--- src/rtl/z80_mem_mapper.sv ---
// z80_mem_mapper: Z80 page mapper, boot-ROM overlay latch and wait-state generator.
// Ports: clk, n_reset, cpuAddress/cpuDataOut/n_ioWR/n_ioRD/n_MREQ in;
//        physAddress, n_mapperCS, mapDataOut, n_romActive, n_wait out.
module z80_mem_mapper #(
    parameter int PAGE_BITS = 2,
    parameter int PHYS_AW = 19,
    parameter logic [7:0] MAP_BASE = 8'h78,
    parameter logic [7:0] ROM_PORT = 8'h38,
    parameter int WAIT_CYCLES = 0,
    parameter int SLOW_PAGE_MASK = 0
) (
    input  logic               clk,
    input  logic               n_reset,
    input  logic [15:0]        cpuAddress,
    input  logic [7:0]         cpuDataOut,
    input  logic               n_ioWR,
    input  logic               n_ioRD,
    input  logic               n_MREQ,
    output logic [PHYS_AW-1:0] physAddress,
    output logic               n_mapperCS,
    output logic [7:0]         mapDataOut,
    output logic               n_romActive,
    output logic               n_wait
);

    localparam int NUM_PAGES = 2 ** PAGE_BITS;
    localparam int PRW = PHYS_AW - 16 + PAGE_BITS;
    localparam int OFFW = 16 - PAGE_BITS;
    localparam logic [NUM_PAGES-1:0] SLOW = NUM_PAGES'(SLOW_PAGE_MASK);
    localparam logic [3:0] WAIT_LOAD = 4'(WAIT_CYCLES);
    localparam logic [7:0] CTRL_OFS = 8'(NUM_PAGES);

    typedef enum logic [1:0] {IDLE, WAIT, HOLD} waitState_t;

    logic [PRW-1:0] pageReg [NUM_PAGES];
    logic mapEn;

    logic [PAGE_BITS-1:0] pg;
    logic [7:0] ioOfs;
    logic [PAGE_BITS-1:0] ioIdx;
    logic isPage;
    logic isCtrl;
    logic isRom;

    logic [2:0] wrSync;
    logic [2:0] mreqSync;
    logic wrCommit;
    logic mreqFall;
    logic mreqHigh;

    waitState_t state;
    logic [3:0] waitCnt;

    logic unusedData;
    assign unusedData = ^cpuDataOut;

    assign pg = cpuAddress[15 -: PAGE_BITS];
    // Addresses below MAP_BASE wrap to large offsets and fall out of range.
    assign ioOfs = cpuAddress[7:0] - MAP_BASE;
    assign ioIdx = ioOfs[PAGE_BITS-1:0];
    assign isPage = ioOfs < CTRL_OFS;
    assign isCtrl = ioOfs == CTRL_OFS;
    assign isRom = cpuAddress[7:0] == ROM_PORT;

    always_comb begin
        if (mapEn)
            physAddress = {pageReg[pg], cpuAddress[OFFW-1:0]};
        else
            physAddress = PHYS_AW'(cpuAddress);
    end

    always_comb begin
        n_mapperCS = 1'b1;
        mapDataOut = 8'hFF;
        if (!n_ioRD && (isPage || isCtrl)) begin
            n_mapperCS = 1'b0;
            if (isCtrl)
                mapDataOut = {7'b0, mapEn};
            else
                mapDataOut = 8'(pageReg[ioIdx]);
        end
    end

    // Sync flops reset low so a strobe held across reset release
    // never looks like a fresh falling edge.
    always_ff @(posedge clk or negedge n_reset) begin
        if (!n_reset) begin
            wrSync <= 3'b000;
            mreqSync <= 3'b000;
        end else begin
            wrSync <= {wrSync[1:0], n_ioWR};
            mreqSync <= {mreqSync[1:0], n_MREQ};
        end
    end

    assign wrCommit = wrSync[2] & ~wrSync[1];
    assign mreqFall = mreqSync[2] & ~mreqSync[1];
    assign mreqHigh = mreqSync[1];

    always_ff @(posedge clk or negedge n_reset) begin
        if (!n_reset) begin
            for (int i = 0; i < NUM_PAGES; i++)
                pageReg[i] <= PRW'(i);
            mapEn <= 1'b0;
            n_romActive <= 1'b0;
        end else if (wrCommit) begin
            unique case (1'b1)
                isPage: pageReg[ioIdx] <= cpuDataOut[PRW-1:0];
                isCtrl: begin
                    mapEn <= cpuDataOut[0];
                    if (cpuDataOut[1])
                        n_romActive <= 1'b0;
                end
                isRom: n_romActive <= 1'b1;
                default: ;
            endcase
        end
    end

    always_ff @(posedge clk or negedge n_reset) begin
        if (!n_reset) begin
            state <= IDLE;
            waitCnt <= 4'd0;
            n_wait <= 1'b1;
        end else begin
            unique case (state)
                IDLE: begin
                    if (mreqFall && SLOW[pg] && (WAIT_LOAD != 4'd0)) begin
                        state <= WAIT;
                        waitCnt <= WAIT_LOAD;
                        n_wait <= 1'b0;
                    end
                end
                WAIT: begin
                    waitCnt <= waitCnt - 4'd1;
                    if (mreqHigh) begin
                        state <= IDLE;
                        n_wait <= 1'b1;
                    end else if (waitCnt == 4'd1) begin
                        state <= HOLD;
                        n_wait <= 1'b1;
                    end
                end
                HOLD: begin
                    if (mreqHigh)
                        state <= IDLE;
                end
                default: begin
                    state <= IDLE;
                    n_wait <= 1'b1;
                end
            endcase
        end
    end

endmodule
--- config.mk ---
export PLATFORM = sky130hd
export DESIGN_NAME = z80_mem_mapper
export DESIGN_NICKNAME = d
export VERILOG_FILES = /design/src/rtl/z80_mem_mapper.sv
export SDC_FILE = /design/constraint.sdc
export NUM_CORES = 1
export LEC_CHECK = 0
export CAP_MARGIN = 10
export CORE_MARGIN = 8
export CORE_UTILIZATION = 40
export DETAILED_ROUTE_END_ITERATION = 16
export PLACE_DENSITY = 0.77
export SLEW_MARGIN = 25
export SYNTH_ARGS = -nofsm -noshare
export SYNTH_HDL_FRONTEND = slang
export SYNTH_SLANG_ARGS = --single-unit
--- constraint.sdc ---
create_clock -name clk -period 1.4 [get_ports clk]
set_input_delay 0.14 -clock clk [delete_from_list [all_inputs] [get_ports clk]]
set_output_delay 0.14 -clock clk [all_outputs]
set_load 0.05 [all_outputs]
# Word level (Yosys, flattened, before mapping)
# Cells that the tools add are included.
word_totals:
  in_bits: 29
  reg_bits: 34
  out_inout_bits: 30
  wordCells: 65
op_classes:
  order_cmp: 4
  reduce_logical: 12
  muxes: 22
  eq_ne: 8
  add_sub_neg: 2
  bitwise_logic: 6
op_table:
  columns: ["operator", "n"]
  rows:
  - ["$mux 5", 6]
  - ["$bmux 5 s2", 2]
  - ["$bwmux 20", 1]
  - ["$mux 19", 1]
  - ["$demux 5 s2", 1]
  - ["$eq 8x3->1 const B", 1]
  - ["$eq 8x6->1 const B", 1]
  - ["$lt 8x3->1 const B", 1]
  - ["$mux 8", 1]
  - ["$sub 8x7->8 const B", 1]
  - ["$ge 3x3->1 const B", 2]
  - ["$mux 2", 3]
  - ["$not 2->3", 2]
  - ["$pmux 2 s3", 1]
  - ["$reduce_and 2->1", 3]
  - ["$reduce_and 3->1", 2]
  - ["$eq 4x1->1 const B", 1]
  - ["$mux 1", 4]
  - ["$ne 2x2->1 const B", 2]
  - ["$pmux 1 s2", 2]
  - ["$sub 4x1->4 const B", 1]
  - ["$lt 3x1->1 const B", 1]
  - ["$ne 3x3->1 const B", 1]
  - ["$not 1->1", 3]
  - ["9 further kinds", 10]

# Depth between registers and ports, before layout
depth:
  depth_word: 7
  ltp_mapped: 5

# Worst setup path after synthesis
# No wires, ideal clock.
synth_path:
  kind: "input -> output"
  start: "input port cpuAddress[3]"
  end: "output port mapDataOut[0]"
  required_ns: 1.260
  t_arrival_ns: 2.179
  setup_slack_ns: -0.919
  cell_stages: 4
  n_path_buf: 0
  path_cell_list: "ha_1 -> and4b_2 -> o21ai_1 -> a311o_1"
synth_via:
  elab_chain_cells: 5
  elab_cells_between_ends: 7
synth_rtl:
  columns: ["element", "line_no", "text"]
  rows:
  - ["from (decl)", "14", "input logic [15:0] cpuAddress,"]
  - ["$sub 8x7->8 (*)", "59", "assign ioOfs = cpuAddress[7:0] - MAP_BASE;"]
  - ["$lt 8x3->1 / $eq 8x3->1 (equally long branches)", "61, 62", null]
  - ["$logic_or 1x1->1", "75", "if (!n_ioRD && (isPage || isCtrl)) begin"]
  - ["$logic_and 1x1->1", "75", null]
  - ["$mux 8 (*)", "75", null]
  - ["to (decl)", "21", "output logic [7:0] mapDataOut,"]
# Mark *: on every way between the ends. The rest lies on a longest branch, timed or not.

# Worst setup path after layout
layout_path:
  start: "register pageReg[15] (netlist name)"
  end: "output port mapDataOut[0]"
layout_via:
  elab_chain_cells: 5
layout_rtl:
  columns: ["element", "line_no", "text"]
  rows:
  - ["from (decl)", "35", "logic [PRW-1:0] pageReg [NUM_PAGES];"]
  - ["from (signal, indexed assignment)", "103", "pageReg[i] <= PRW'(i);"]
  - ["from (signal, indexed assignment)", "108", "isPage: pageReg[ioIdx] <= cpuDataOut[PRW-1:0];"]
  - ["$bmux 5 s2", "80", "mapDataOut = 8'(pageReg[ioIdx]);"]
  - ["$mux 5 (implied by the code) (2 in a row)", "80", null]
  - ["$mux 5", "77", "if (isCtrl)"]
  - ["$mux 8", "75", null]
# Every way passes these cells. The select of a mux whose other input is x is not followed.

==> out/results.ini <==
[route]
drc_errors=0
detail-route-antenna-nets=0
via_count=1249
wl_mm=4.60
wire_per_inst_um=19.7
drtIter0Drc=72
dr.pass1.iters=4
via_per_inst=5.34

[setup_path]
slowest_stage=mux4_2
path_max_fanout=2
critical_path_class=flip-flop to output pin
cp-start-kind=flip-flop
crit_arrival_ns=1.73
path_cells=mux4_2 > a21boi_1 > a311o_2 > buf_8
slowest_delay_ns=0.45
cp-end-kind=output pin
reg2reg_setup_slack_ns=-0.12
crit_required_ns=1.26

[placed_design]
port_buffers=41
place_ws_ns=-0.826
place_area_sq_um=2200
dp_hpwl_mm=3.23
globalplace.congestion=0.840

[timing]
setup_ws_ns=-0.473
finalSetupTns_ns=-3.58
final-hold-violation-count=0
fmax_mhz=534
post-route-period-util_pct=134
setup_viol=34
rsz0062_at_grt=yes
clock_skew_ns=0.00386
period_minus_slack_ns=1.87
drv_slew=0

[run_status]
status=finished, violations left
violations=setup timing

[synthesis]
synth_enable_flop_cells=0
syn_area_per_cell_sq_um=12.3
yosys_warnings=0
syn-instance-count=126
synth_area_sq_um=1550
synth.distinct_cells=33
syn_nets=156
ys_seq_area_share_pct=40.7
postSynth.asyncResetShare_pct=100
synth_ff_type=dfrtp_1
synth-seq-cells=25

[cells_and_area]
diodes=0
final_layout_size_suffix_gt1_share_pct=69.4
finish.utilization_pct=70.3
nets=217
final_cell_mix=buf_4, dfrtp_1, mux2_4, buf_12, buf_6
final_area_sq_um=2590
layout_commonest_cell=buf_4
areaGrowthSynthToFinish_pct=67.6

[global_routing]
grt.busiest_layer=met2
grt_use_met1_pct=17.1
grt_overflow_total=0
antenna_found_initial=0
grt_max_degree=26
met3_usage_pct=4.44
track_usage_pct=15.1
grt_use_met2_pct=26.6
grt_pass1_vias=1416
grt_pass1_wl_mm=7.49

[clock_network]
clock-sinks=25
root_buffer=clkbuf_8
cts_tree=built
cts.path.max_buffers=2
cts_made_buffers=3
htreeDepth=1
clk_pin_slew_worst_paths_ns=0.08
clk_latency_ns=0.27

[power_and_ir_drop]
ir_worst_vdd_mv=0.513
power_density_nw_per_um2=628
p_leak_nw=1.21
total_power_mw=1.63

[job]
drv_cap=0

[worst_hold_path]
hold_class=input port to async pin

[floorplan]
fp.dieArea_sq_um=6120
rows=22
initial_utilization_pct=42.0
core-area_sq_um=3690
boundaryPins=59
die_y_um=78.2
die_w_um=78.2

-- flip-flops by register name, summed over array words and instances, names as in the netlist --
name / count
wrSync: 3
mapEn: 1
pageReg: 20
n_romActive: 1
-- cell type report --
type                       count  area, sq um
fill                         258         1090
multi-input combinational     76          967
timing repair buffer          78          878
sequential                    25          632
tap                           48         60.1
clock buffer                   4         45.0
inverter                       3         11.3
-- worst max-delay path: cells and delay by family, from the launching register on --
kind | cells | cell delay [ns]
AO/OA/AOI/OAI | 2 | 0.47
multiplexers | 1 | 0.45
flip-flops | 1 | 0.39
buffers and inverters | 1 | 0.16
-- cell usage after synthesis, types with 2 or more instances --
library cell	number	area, sq um
nor2_1	3	11.3
dfrtp_1	21	526
mux2_2	22	248
a221oi_1	4	35.0
and4b_1	3	30.0
or2_2	4	25.0
o2111ai_2	3	45.0
a21oi_1	6	30.0
clkbuf_1	3	11.3
mux2i_1	6	60.1
inv_1	3	11.3
a31oi_1	2	12.5
buf_4	18	135
mux4_2	4	90.1
and2_1	3	18.8
dfstp_2	4	105
-- layer usage --
metal	part of all wire (%)	wire [um]
met1	43	1960
met3	6.0	278
met5	0	0
met2	51	2330
met4	0.67	31
-- per-stage QoR --
stage | std cells | hold WS, ns
floorplan | 126 | -0.156
global placement | 214 | 0.281
detailed placement | 214 | 0.281
CTS | 229 | 0.228
global route | 234 | 0.247
finish | 234 | 0.222
-- where the power goes --
group,total (mW),internal (mW),switching (mW)
combinational,0.441,0.223,0.217
clock,0.421,0.203,0.217
sequential,0.769,0.748,0.0211
total,1.63,1.17,0.456
-- kinds of logic (layout without fill, tap and decap cells) --
group           after synthesis  count (layout)  synth area share (%)
flops                        25              25                  40.7
fa+ha+maj                     1               1                 0.808
other cells                   1               1                 0.242
compound gates               23              23                  12.6
simple gates                 18              18                  8.65
buf+inv                      25              85                  10.5
mux                          33              33                  26.4
-- worst paths after layout --
check                                from         endpoint  depth (start not counted)
max                           pageReg[15]    mapDataOut[0]                          4
min                               n_reset            mapEn                          2
max reg2reg                     wrSync[1]       pageReg[9]                          4
min reg2reg                     wrSync[0]        wrSync[1]                          0
max in group asynchronous         n_reset       pageReg[1]                          2
min in group clk           cpuAddress[11]  physAddress[11]                          0
-- what timing repair did --
item | CTS | global route
buffers inserted | 11 | 7
pin swaps | 15 | 8
hold buffers | 0 | 0
resized for setup | 85 | 7
endpoints found under the setup margin | 36 | 34
Power figures use the tool's default switching activity.
